--- src/rtl/vending_pkg.sv ---
// vending_pkg: shared state encoding, credit width helper and no-coin constant
package vending_pkg;

    typedef enum logic [1:0] {IDLE, COLLECT, VEND, REFUND} state_e;

    localparam int NO_COIN = 0;

    // Wide enough for (PRICE-1) + largest coin, the peak credit ever held
    function automatic int credit_width(input int price, input int coin_w);
        return $clog2(price + 2 ** coin_w);
    endfunction

endpackage

--- src/rtl/vend_timeout_ctr.sv ---
// vend_timeout_ctr: inactivity counter with clear/enable, flags the last count before expiry
module vend_timeout_ctr #(
    parameter int MAX = 16
) (
    input  logic clk,
    input  logic rst,
    input  logic clr_i,
    input  logic en_i,
    output logic expire_o
);

    localparam int W = $clog2(MAX);

    logic [W-1:0] cnt_q, cnt_d;

    always_comb cnt_d = clr_i ? '0 : en_i ? cnt_q + W'(1) : cnt_q;

    always_ff @(posedge clk or negedge rst)
        if (!rst) cnt_q <= '0;
        else      cnt_q <= cnt_d;

    assign expire_o = cnt_q == W'(MAX - 1);

endmodule

--- src/rtl/vending_machine_param.sv ---
// vending_machine_param: coin credit accumulator that vends with change, refunds on cancel or timeout.
// Optional SALES_CNT_EN adds a saturating 16-bit vend counter output sales_cnt.
module vending_machine_param
    import vending_pkg::*;
#(
    parameter int PRICE    = 3,
    parameter int COIN_W   = 2,
    parameter int TIMEOUT  = 16,
    parameter int CREDIT_W = credit_width(PRICE, COIN_W)
) (
    input  logic                clk,
    input  logic                rst,
    input  logic [COIN_W-1:0]   coin,
    input  logic                cancel,
    output logic                product,
    output logic                change,
    output logic [CREDIT_W-1:0] change_amt,
    output logic [CREDIT_W-1:0] credit,
    output logic                busy
`ifdef SALES_CNT_EN
    ,
    output logic [15:0]         sales_cnt
`endif
);

    localparam logic [CREDIT_W-1:0] PRICE_C = CREDIT_W'(PRICE);

    state_e state_q, state_d;
    logic [CREDIT_W-1:0] credit_q, credit_d, sum;
    logic coin_v, expire;

    assign coin_v = coin != COIN_W'(NO_COIN);
    assign sum    = credit_q + CREDIT_W'(coin);

    always_comb begin
        state_d = state_q;
        unique case (state_q)
            IDLE:    if (coin_v) state_d = sum >= PRICE_C ? VEND : COLLECT;
            COLLECT: if (cancel) state_d = REFUND;
                     else if (sum >= PRICE_C) state_d = VEND;
                     else if (!coin_v && expire) state_d = REFUND;
            default: state_d = IDLE;
        endcase
    end

    // Busy cycles drop coins; otherwise credit always tracks the running sum
    always_comb credit_d = busy ? '0 : sum;

    always_ff @(posedge clk or negedge rst)
        if (!rst) begin
            state_q  <= IDLE;
            credit_q <= '0;
        end else begin
            state_q  <= state_d;
            credit_q <= credit_d;
        end

    vend_timeout_ctr #(.MAX(TIMEOUT)) u_timer (
        .clk      (clk),
        .rst      (rst),
        .clr_i    (state_d != COLLECT || coin_v),
        .en_i     (state_q == COLLECT),
        .expire_o (expire)
    );

    assign product    = state_q == VEND;
    assign busy       = state_q == VEND || state_q == REFUND;
    assign credit     = credit_q;
    assign change_amt = product ? credit_q - PRICE_C : state_q == REFUND ? credit_q : '0;
    assign change     = state_q == REFUND || (product && change_amt != '0);

`ifdef SALES_CNT_EN
    logic [15:0] sales_q, sales_d;

    always_comb sales_d = product && sales_q != 16'hFFFF ? sales_q + 16'd1 : sales_q;

    always_ff @(posedge clk or negedge rst)
        if (!rst) sales_q <= '0;
        else      sales_q <= sales_d;

    assign sales_cnt = sales_q;
`endif

endmodule

--- config.mk ---
export PLATFORM = sky130hd
export DESIGN_NAME = vending_machine_param
export DESIGN_NICKNAME = d
export VERILOG_FILES = /design/src/rtl/vending_pkg.sv /design/src/rtl/vend_timeout_ctr.sv /design/src/rtl/vending_machine_param.sv
export SDC_FILE = /design/constraint.sdc
export NUM_CORES = 1
export LEC_CHECK = 0
export ABC_CLOCK_PERIOD_IN_PS = 3300
export CORE_AREA = 2 2 39 41
export CTS_BUF_LIST = sky130_fd_sc_hd__clkbuf_16
export DETAILED_ROUTE_END_ITERATION = 7
export DIE_AREA = 0 0 41 43
export PLACE_DENSITY_LB_ADDON = 0.25
export SLEW_MARGIN = 0
export SYNTH_ARGS = -nofsm -noshare
export SYNTH_HDL_FRONTEND = slang
export SYNTH_SLANG_ARGS = --single-unit
export TNS_END_PERCENT = 30
--- constraint.sdc ---
create_clock -name clk -period 3.3 [get_ports clk]
set_clock_uncertainty 0.05 [all_clocks]
set_input_delay 0.33 -clock clk [delete_from_list [all_inputs] [get_ports clk]]
set_output_delay 0.33 -clock clk [all_outputs]
set_load 0.01 [all_outputs]
==> Yosys cells after proc, flatten, opt, wreduce, memory -nomap -nowiden <==
Index checks and enable logic that the tools add are counted.
{ "word_totals": {"out_inout_bits": 9, "elab_cells": 33, "ff_bits": 9} }
{ "classes": {"addsub": 3, "n_reduce_logical": 10, "mux": 11, "magnitude_cmp": 1, "eq_ne": 5} }
{ "ops": {"columns": ["cell", "count"], "rows": [
  ["two-way mux 2 bit", 5],
  ["two-way mux 3 bit", 3],
  ["two-way mux 4 bit", 2],
  ["adder 4 x 1 -> 4 bit, second input constant", 1],
  ["== test 2 bit, second input constant", 2],
  ["== test 4 bit, second input constant", 1],
  ["case mux 2 bit (2 select lines)", 1],
  ["nonzero test 2 bit", 2],
  ["adder 3 x 2 -> 3 bit", 1],
  ["greater-or-equal comparator 3 x 2 -> 1 bit, second input constant", 1],
  ["logical OR 1 bit", 3],
  ["nonzero test 3 bit", 1],
  ["subtractor 3 x 2 -> 3 bit, second input constant", 1],
  ["== test 2 x 1 -> 1 bit, second input constant", 1],
  ["logical AND 1 bit", 2],
  ["logical NOT 2 bit", 1],
  ["inequality test 2 x 1 -> 1 bit, second input constant", 1],
  ["logical NOT 1 bit", 1]
]} }

==> Depth between registers and ports, before layout <==
Gate-level depths: netlist (run 1).
{ "logic_depth": {"depth_word": 10, "mapped_depth": 5, "mapped_depth_nobuf": 5} }

==> Cells and area by module <==
Synthesis (run 1) repeated with hierarchy kept, for this count alone.
{ "hier_totals": {"hier_cells": 54, "area_unflattened_um2": 559.3} }
{ "by_module_without_submodules": {"columns": ["mod", "n_inst", "cells_per_inst", "area_each_um2", "seq_area_each_um2"], "rows": [
  ["vending_machine_param", 1, 37, 360.3, 125.1],
  ["vend_timeout_ctr", 1, 17, 198.9, 100.1]
]} }

==> Worst setup path before layout (run 1) <==
OpenSTA, ideal clock, no wires.
{ "synth_timing": {"path_type": "register to register", "from": "register credit_q[0], in the netlist credit[0]", "to": "register u_timer.cnt_q[3]", "setup_ns": 0.094, "t_arrival_ns": 1.575, "setup_slack_ns": 1.582, "stages_incl_launch_ff": 6, "n_path_buf": 0, "required_time_ns": 3.156, "cell_sequence": "dfrtp_1 -> ha_1 -> fa_1 -> xnor2_1 -> nand4_1 -> a211oi_1"} }
{ "synth_via": {"elab_chain_len": 8} }
{ "synth_lines": {"columns": ["element", "line", "rtl"], "rows": [
  ["start: declaration", "vending_machine_param.sv:29", "logic [CREDIT_W-1:0] credit_q, credit_d, sum;"],
  ["start signal: assignment", "vending_machine_param.sv:55", "credit_q <= credit_d;"],
  ["adder 3 x 2 -> 3 bit *", "vending_machine_param.sv:33", "assign sum = credit_q + CREDIT_W'(coin);"],
  ["greater-or-equal comparator 3 x 2 -> 1 bit *", "vending_machine_param.sv:38, vending_machine_param.sv:40", null],
  ["two-way mux 2 bit, on equally long branches", "vending_machine_param.sv:40, vending_machine_param.sv:38", null],
  ["two-way mux 2 bit, on equally long branches", "vending_machine_param.sv:39, vending_machine_param.sv:38", null],
  ["case mux 2 bit (2 select lines) *", "vending_machine_param.sv:37", "unique case (state_q)"],
  ["inequality test 2 x 1 -> 1 bit *", "vending_machine_param.sv:61", ".clr_i (state_d != COLLECT || coin_v),"],
  ["logical OR 1 bit *", "vending_machine_param.sv:61", null],
  ["two-way mux 4 bit / nonzero test 2 bit (equally long branches)", null, null],
  ["end signal: assignment", "vend_timeout_ctr.sv:20", "else cnt_q <= cnt_d;"],
  ["end: declaration", "vend_timeout_ctr.sv:14", "logic [W-1:0] cnt_q, cnt_d;"]
]} }
Mark *: on every way between the ends. The rest lies on a longest branch, timed or not.
A chain may end at the register's enable or synchronous reset.

==> Worst setup path after layout (run 1) <==
{ "layout_timing": {"from": "register credit_q[0], in the netlist credit[0]", "to": "output change_amt[2]"} }
{ "layout_via": {"elab_chain_len": 2} }
{ "layout_lines": {"columns": ["element", "line", "rtl"], "rows": [
  ["subtractor 3 x 2 -> 3 bit", "vending_machine_param.sv:69", "assign change_amt = product ? credit_q - PRICE_C : state_q == REFUND ? credit_q : '0;"],
  ["two-way mux 3 bit", "vending_machine_param.sv:69", null],
  ["end: declaration", "vending_machine_param.sv:17", "output logic [CREDIT_W-1:0] change_amt,"]
]} }
Every way passes these cells.

==> results.txt, run 1 <==
Cell-internal power - 496 µW
Pwr dens - 943 nW/µm²
Async SR Flop Fraction - 100%
Pleak - 0.000380 µW
Max Freq - 438 MHz
CP Data Arrival Time - 1.90 ns
Total grt overflow - 0
Switching share of power - 33.5%
Design Area, Final - 792 µm²
Worst Path Required - 2.92 ns
Cells taking the most area after synthesis - dfrtp_1 (38%), ha_1 (6.3%), o41ai_4 (4.7%)
Logic gate share of total power - 45.7%
Status - completed
Top Ports - 14
Reg2Reg Depth - 5
Final Setup Violations - 0
Buffers on Ports - 13
Max incr delay on CP - 0.54 ns
Kind of cell adding the most delay to the critical path - buffers and inverters
Min-Delay Path Class - in -> async
Net Count, Synth - 65
DR vias/cell - 5.06
CP Capture Type - output pin
Nets - 80
Filler cells - 135
Hold Buf Count CTS - 0
Post-CTS setup buffers - 0
Clock sink total - 9
Post-CTS Resized - 0
Worst r2r src - credit[0]
Vias post-DR - 435
Synthesized area per cell - 10.6 µm²
N_diodes - 0
Dpl cells - 82
Post-synthesis register bit count - 9
Post-synth top cells - dfrtp_1 (9), nor2_1 (7), nor3_1 (4)
Flop pwr share - 26.7%
Max-slew headroom - 73.1%
# Max-Cap Violations - 0
Clock power frac - 27.6%
Initial Util - 42.8%
Number of remaining DRC errors - 0
CTS clk-pin slew, worst paths - 0.04 ns
Synth cell types - 27
Final Max Slew Viols - 0
Syn Std Cell Area - 592 µm²
Row count - 14
Buf/Inv on CP - 1
Global-route wire length before repair - 1.78 mm
Psw - 250 µW
Seq/Total Area, Yosys - 38.1%
Core ar. - 1380 µm²
Tcrit/Tclk final - 69.2%
Startpoint Class - flop
Htree depth - 1
RSZ-0062 raised after global routing - no
Die H - 43 µm
Post-DRT Antenna Nets - 0
Count leader, synth - dfrtp_1
Critical path type - reg -> out
Area share of the largest cell type after synthesis - 38.1%
Detailed-router iteration count before antenna repair - 2
Tot GR Track Use - 15.2%
FF-to-FF setup slack - 1.46 ns
Cell count after synthesis - 56
Setup TNS - 0 ns
Root buf cell - clkbuf_16
Yosys warns - 0
Initial drt markers - 5
Tightest Pin Transition - 0.404 ns
RR Endpoint - u_timer.cnt_q[3]
Layout overhead on the synthesized area - 33.8%
Final Hold Vio Count - 0
Final wirelength - 1.01 mm
Initial antenna violation count - 0
CTS tree - built
Vias in the first global route - 414
DIE WIDTH - 41 µm
Leading area contributor after synthesis - dfrtp_1
Die ar. - 1760 µm²
Main synth FF type - dfrtp_1
Max VDD drop - 0.000578 V
Placed cell area - 713 µm²
CP Cell Sequence - ha_1 -> or3_1 -> a21oi_1 -> clkdlybuf4s50_1
Final Critical Period - 2.28 ns
Total CTS buffers - 3
Share of cells above drive strength 1 - 11.4%
Non-filler cells, final - 86
Largest net degree at the start of global routing - 12
Slowest cell on crit path - clkdlybuf4s50_1
Final GP Congestion - 0.764
Worst skew pair latency - 0.23 ns
Worst-path fanout max - 5
Routed WL per cell - 11.8 µm
Longest Clk Path Bufs - 2
Post-synth EDFFs - 0
[routing by layer]
metal  part of all wire (%)  up-vias  track usage (%)
met4                      0        0             8.00
met3                    2.4        0             3.14
met1                     49      203             21.6
met2                     48        7             20.9
li1                       -      225                -
met5                      0        -                0
[worst register-to-register path, stage by stage, from the launching register on]
cell and delay, ns:
dfrtp_1 0.43, ha_1 0.22, fa_1 0.38, xnor2_1 0.23
nand4_1 0.21, a211oi_1 0.24
[registers in the layout, summed over array words and instances (netlist names)]
| signal | flops |
|---|---|
| credit | 3 |
| state_q | 2 |
| u_timer.cnt_q | 4 |
[power by group through the flow]
stage / registers (µW) / logic, µW / clock network, µW
3_3_place_gp: 201 / 342 / 0
3_5_place_dp: 201 / 342 / 0
6_report: 200 / 341 / 206
5_1_grt: 207 / 384 / 218
4_1_cts: 201 / 346 / 211
2_1_floorplan: 174 / 248 / 0
[area by class of cell]
| class | instances | area, µm² | share of cell area (%) |
|---|---|---|---|
| Clock buffer | 3 | 75.1 | 9.48 |
| Clock inverter | 1 | 3.75 | 0.474 |
| Inverter | 1 | 3.75 | 0.474 |
| Multi-Input combinational cell | 43 | 334 | 42.2 |
| Sequential cell | 9 | 225 | 28.4 |
| Tap cell | 16 | 20.0 | 2.53 |
| Timing Repair Buffer | 13 | 130 | 16.4 |
[cells by family (layout without fill, tap and decap cells)]
group,Yosys count,after routing,share of synthesized area (%)
and+or+nand+nor,24,24,23.9
adders and majority gates,4,4,9.73
muxes,2,2,3.38
xor gates and xnor gates,5,5,7.40
AOI/OAI and AO/OA,8,8,12.1
DFF,9,9,38.1
buffers and inverters,4,18,5.50
[worst max-delay path by stage]
stage                         start          endpoint  slack [ns]  cells past startpoint
after global routing      credit[0]     change_amt[2]        0.90                      4
after global placement      coin[0]  u_timer.cnt_q[3]        1.03                      6
final                     credit[0]     change_amt[2]        1.02                      4
after detailed placement    coin[0]  u_timer.cnt_q[3]        0.99                      6
after floorplan           credit[0]  u_timer.cnt_q[3]        1.58                      5
after CTS                 credit[0]     change_amt[2]        0.98                      4
[per-stage QoR]
stage          setup slack (ns)  utilization (%)  hold WS [ns]  power, µW
5_1_grt                   0.899             57.2         0.387        809
3_3_place_gp               1.03             51.5         0.508        543
2_1_floorplan              1.58                -       -0.0156        422
3_5_place_dp              0.985             51.5         0.507        544
4_1_cts                   0.984             57.2         0.356        758
6_report                   1.02             57.2         0.345        747
[cells in the final DEF, fill, tap and decap left out, types with 3 or more instances in the layout]
cell type	synthesis	routed
dfrtp_1	9	9
and2b_2	3	3
clkdlybuf4s50_1	0	13
nor2_1	7	7
clkbuf_16	0	3
xor2_1	3	3
nand2_1	3	3
nor3_1	4	4
ha_1	3	3
Note: power is estimated with default switching activity, not from simulation.
==> inputs of run 2 (changes only) <==
--- a/config.mk
+++ b/config.mk
@@ -5,11 +5,11 @@
 export SDC_FILE = /design/constraint.sdc
 export NUM_CORES = 1
 export LEC_CHECK = 0
-export ABC_CLOCK_PERIOD_IN_PS = 3300
-export CORE_AREA = 2 2 39 41
+export ABC_CLOCK_PERIOD_IN_PS = 2000
+export CORE_MARGIN = 1
+export CORE_UTILIZATION = 42
 export CTS_BUF_LIST = sky130_fd_sc_hd__clkbuf_16
 export DETAILED_ROUTE_END_ITERATION = 7
-export DIE_AREA = 0 0 41 43
 export PLACE_DENSITY_LB_ADDON = 0.25
 export SLEW_MARGIN = 0
 export SYNTH_ARGS = -nofsm -noshare
==> constraint.sdc (replaced) <==
create_clock -name clk -period 2 [get_ports clk]
set_clock_uncertainty 0.05 [all_clocks]
set_input_delay 0.2 -clock clk [delete_from_list [all_inputs] [get_ports clk]]
set_output_delay 0.2 -clock clk [all_outputs]
set_load 0.01 [all_outputs]
==> results.txt, run 2 (synthesized netlist as in run 1, its figures left out) <==
Total grt overflow - 0
Vias post-DR - 483
Final Hold Vio Count - 0
Nets - 88
Most common cell after layout, fill and taps aside - clkdlybuf4s50_1
Share of cells above drive strength 1 - 21.8%
Post-DRT Antenna Nets - 0
Kind of cell adding the most delay to the critical path - buffers and inverters
Tightest Pin Transition - 0.411 ns
# Max-Cap Violations - 0
DR vias/cell - 5.19
Routed WL per cell - 13.5 µm
Die ar. - 1560 µm²
Layout overhead on the synthesized area - 45.2%
Vias in the first global route - 430
Critical path type - reg -> out
Longest Clk Path Bufs - 2
Pwr dens - 1560 nW/µm²
Max incr delay on CP - 0.54 ns
Startpoint Class - flop
Filler cells - 99
Die H - 39.5 µm
Initial Util - 45.5%
Slowest cell on crit path - clkdlybuf4s50_1
Core ar. - 1300 µm²
Clock sink total - 9
Status - completed
Initial antenna violation count - 0
Buf/Inv on CP - 1
Number of remaining DRC errors - 0
Final GP Congestion - 0.768
Final Max Slew Viols - 0
Design Area, Final - 860 µm²
Placed cell area - 772 µm²
Detailed-router iteration count before antenna repair - 4
Largest net degree at the start of global routing - 11
CTS clk-pin slew, worst paths - 0.04 ns
Htree depth - 1
Final setup margin - 0.129 ns
Final Critical Period - 1.87 ns
Final Setup Violations - 0
Place WS - -0.0555 ns
Total CTS buffers - 3
Worst Path Required - 1.75 ns
Pleak - 0.000439 µW
Final Total Pwr - 1340 µW
CP Capture Type - output pin
Detail Placement HPWL - 933 µm
Max Freq - 534 MHz
Tot GR Track Use - 19.8%
Buffers on Ports - 13
CP Data Arrival Time - 1.62 ns
Worst skew pair latency - 0.23 ns
RSZ-0062 raised after global routing - no
Max-slew headroom - 72.5%
Worst-path fanout max - 3
Min-Delay Path Class - in -> async
Max VDD drop - 0.00123 V
Biggest register - u_timer.cnt_q
Top Ports - 14
Post-CTS setup buffers - 0
Largest register FFs - 4
Most frequent cells in the layout - clkdlybuf4s50_1 (11), dfrtp_1 (9), buf_4 (8)
CTS tree - built
Hold Buf Count CTS - 0
Final wirelength - 1.26 mm
N_diodes - 0
CP Cell Sequence - ha_1 -> mux2i_1 -> nor2_1 -> clkdlybuf4s50_1
Initial drt markers - 14
Tcrit/Tclk final - 93.6%
Row count - 13
Root buf cell - clkbuf_16
Global-route wire length before repair - 2.02 mm
DIE WIDTH - 39.5 µm
==> run 2: changes by cell type in the layout (fill, tap and decap cells not counted) <==
cell and change:
buf_4 +8, clkdlybuf4s50_1 -2, dlygate4sd2_1 +1, dlymetal6s2s_1 +1
xnor2_1 -1, xnor2_2 +1
==> run 2: path summary, 6_finish.rpt <==
kind	startpoint	cells after the start	slack (ns)	end
worst max-delay path	credit[0]	4	0.13	change_amt[1]
worst min-delay path	rst	1	0.22	u_timer.cnt_q[1]
worst max register to register	credit[0]	5	0.16	u_timer.cnt_q[1]
worst min register to register	u_timer.cnt_q[3]	2	0.54	u_timer.cnt_q[3]
max in group asynchronous	rst	1	1.39	credit[1]
min in group clk	cancel	2	0.51	u_timer.cnt_q[2]
==> run 2: layer usage <==
| metal | vias to the layer above | GRT usage [%] | wire length (µm) |
|---|---|---|---|
| met2 | 12 | 27.9 | 572 |
| met1 | 230 | 29.3 | 628 |
| met3 | 2 | 1.70 | 40 |
| met4 | 0 | 10.3 | 14 |
| li1 | 239 | - | - |
| met5 | - | 0 | 0 |
==> run 2: power breakdown <==
group / switching (µW) / internal, µW
combinational: 334 / 403
clock: 84.8 / 261
sequential: 31.0 / 232
total: 450 / 895
==> run 2: cell type report <==
class | count | area, µm² | area share, %
clock buffers | 3 | 75.1 | 8.73
multi-input cells | 43 | 342 | 39.7
repair buffers | 21 | 191 | 22.3
inverters | 1 | 3.75 | 0.437
flip-flops and latches | 9 | 225 | 26.2
clock inverters | 1 | 3.75 | 0.437
well taps | 15 | 18.8 | 2.18
==> run 2: metrics by stage <==
stage	hold WS, ns	std cells	util, %	TNS [ns]
2_1_floorplan	-0.146	56	-	0
3_3_place_gp	0.467	89	59.3	-0.0115
3_5_place_dp	0.469	89	59.3	-0.157
4_1_cts	0.228	93	65.3	0
5_1_grt	0.261	93	66.1	0
6_report	0.218	93	66.1	0
==> run 2: worst reg2reg max path, stage by stage (launching register included) <==
cell	delay (ns)
dfrtp_1	0.40
ha_1	0.20
fa_1	0.41
xnor2_2	0.22
nand4_1	0.21
nor3_1	0.25
==> run 2: what timing repair did <==
| item | CTS | global route |
|---|---|---|
| endpoints found under the hold margin | 0 | 0 |
| setup endpoints to repair | 1 | 5 |
| resized for setup | 1 | 2 |
==> RTL edit (flow settings as in run 2) <==
The 4 states of `state_e` get a one-hot encoding in 4 bits.
--- a/src/rtl/vending_pkg.sv
+++ b/src/rtl/vending_pkg.sv
@@ -2,5 +2,5 @@
 package vending_pkg;
 
-    typedef enum logic [1:0] {IDLE, COLLECT, VEND, REFUND} state_e;
+    typedef enum logic [3:0] {IDLE = 4'b0001, COLLECT = 4'b0010, VEND = 4'b0100, REFUND = 4'b1000} state_e;
 
     localparam int NO_COIN = 0;
Formal check against the unedited RTL: no difference found for any inputs over 10 cycles, from zero or initial values and one cycle with rst low; not proved beyond that.
==> RTL edit against run 2 <==
Synthesized area increased by 10%; total power is 0.98% lower; sequential power rose by 44%; design area rose by 8.2%; sequential cell count increased by 2; die area grew 9.6%; via count rose by 13%; clock power up 3%; worst hold slack better by 21 ps; worst setup slack lost 52 ps; count of clock-buffer cells in the layout unchanged; wire length up 4.5%; register-to-register slack lost 80 ps.
==> RTL edit: results (changes against run 2) <==
vias in the first global route: 463 (+7.7%)
Max Root-Sink Buffers: 2 (unchanged)
Nets: 93 (+5.7%)
via count: 544 (+13%)
clock-pin slew of the registers on the worst-case setup and hold paths: 40 ps (about the same)
CTS root buf: clkbuf_16
DR WL/cell: 13.4 µm (-0.87%)
crit-path max FO: 5 (+2)
sequential area share after synthesis: 42.4% (+4.4 points)
P_sw: 0.461 mW (+2.6%)
Critical Path Max Stage Delay: 440 ps (-100 ps)
IO buf count: 13 (unchanged)
H-Tree Depth: 1 (unchanged)
Leakage Power: 0.432 nW (-1.6%)
largest net degree at the start of global routing: 12 (+1)
fin. max-slew vios: 0 (unchanged)
gp weighted congestion: 0.834 (+8.6%)
Initial DRC Count: 13 (-1)
Crit path arrival time: 2010 ps (+390 ps)
setup bufs post-CTS: 0 (unchanged)
synth top area cells: dfrtp_1 (38%), ha_1 (5.8%), xnor2_1 (5.4%)
Syn Nets: 73 (+12%)
Synth cell types: 31 (+15%)
share of post-route cells with drive strength above 1: 21.7% (-0.11 points)
TritonCTS Buffers: 3 (unchanged)
actual slew at the worst max-slew pin: 508 ps (+97.2 ps)
Synth Flop Type: dfrtp_1
GRT Overall Usage: 17.7% (-2.0 points)
Worst path slowest cell: dfrtp_1
Commonest cells post-synth: dfrtp_1 (10), nor2_1 (7), nand2b_1 (4), xnor2_1 (4)
cell family with most CP delay: adder cells
Hold/Removal Path Class: in -> async
Yosys warning total: 0 (unchanged)
outcome: complete, no violations
Peak VDD IR: 0.771 mV (-37%)
Skew-Pair Late Insertion Delay: 240 ps
asr flop ratio synth: 100% (unchanged)
initial antenna violation count: 0 (unchanged)
# diodes: 0 (unchanged)
global-route wire length before repair: 1.80 mm (-11%)
Post-DP HPWL: 963 µm (+3.2%)
Initial DRT Pass Iterations: 4 (unchanged)
## RTL edit: worst paths after layout
path	start	end	slack [ps]	depth (start not counted)
setup reg to reg	credit[0]	state_q[1]	80	5
min in group clk	u_timer.cnt_q[0]	u_timer.cnt_q[0]	420	1
max in group asynchronous	rst	state_q[2]	1320	1
hold reg to reg	u_timer.cnt_q[0]	u_timer.cnt_q[0]	420	1
setup / recovery	credit[0]	state_q[1]	80	5
hold / removal	rst	state_q[1]	240	1
## RTL edit: repair_timing
item	in CTS	in global routing
setup endpoints to repair	4	9
pin swaps	2	2
cloned	0	0
resized for setup	4	8
## RTL edit: cell type report
type	count	area, µm²
flip-flops and latches	11	279
multi-input cells	49	387
fillers	108	437
well taps	15	18.8
clock buffers	3	75.1
clock inverters	1	3.75
repair buffers	16	155
inverters	3	11.3
## RTL edit: logic make-up (layout without fill, tap and decap cells)
| group | after synthesis | in the layout | synth area share, % |
|---|---|---|---|
| and+or+nand+nor | 30 | 30 | 28.6 |
| DFF | 11 | 11 | 42.4 |
| AOI/OAI and AO/OA | 10 | 10 | 10.9 |
| adders and majority gates | 4 | 4 | 8.83 |
| xor gates and xnor gates | 4 | 4 | 5.37 |
| buffers and inverters | 4 | 23 | 2.30 |
| muxes | 1 | 1 | 1.54 |
## RTL edit: through the flow
step	utilization [%]	cells	hold slack, ps	worst slack [ps]	instance area (µm²)
floorplan	-	64	-146	163	652
global placement	60.0	94	399	-125	820
detailed placement	60.0	94	421	-165	820
CTS	66.3	98	263	1.42	906
global route	68.0	98	298	-18.1	930
finish	68.0	98	238	76.9	930
## RTL edit: worst reg2reg max path: stages (launching register included)
cell	delay, ps
dfrtp_1	440
ha_1	220
fa_1	410
xnor2_2	210
o211ai_1	260
nor4_2	230
## RTL edit: power by group through the flow
| stage | logic, mW | clock network (mW) | registers (mW) |
|---|---|---|---|
| 3_3_place_gp | 0.541 | 0 | 0.366 |
| 4_1_cts | 0.564 | 0.360 | 0.369 |
| 2_1_floorplan | 0.327 | 0 | 0.367 |
| 6_report | 0.597 | 0.355 | 0.379 |
| 3_5_place_dp | 0.544 | 0 | 0.367 |
| 5_1_grt | 0.658 | 0.371 | 0.388 |
## RTL edit: per-layer routing
metal	track usage [%]	up-vias	routed length, µm
met5	0	-	0
li1	-	266	-
met4	11.3	0	32
met3	5.85	6	66
met1	17.4	255	541
met2	31.6	17	670
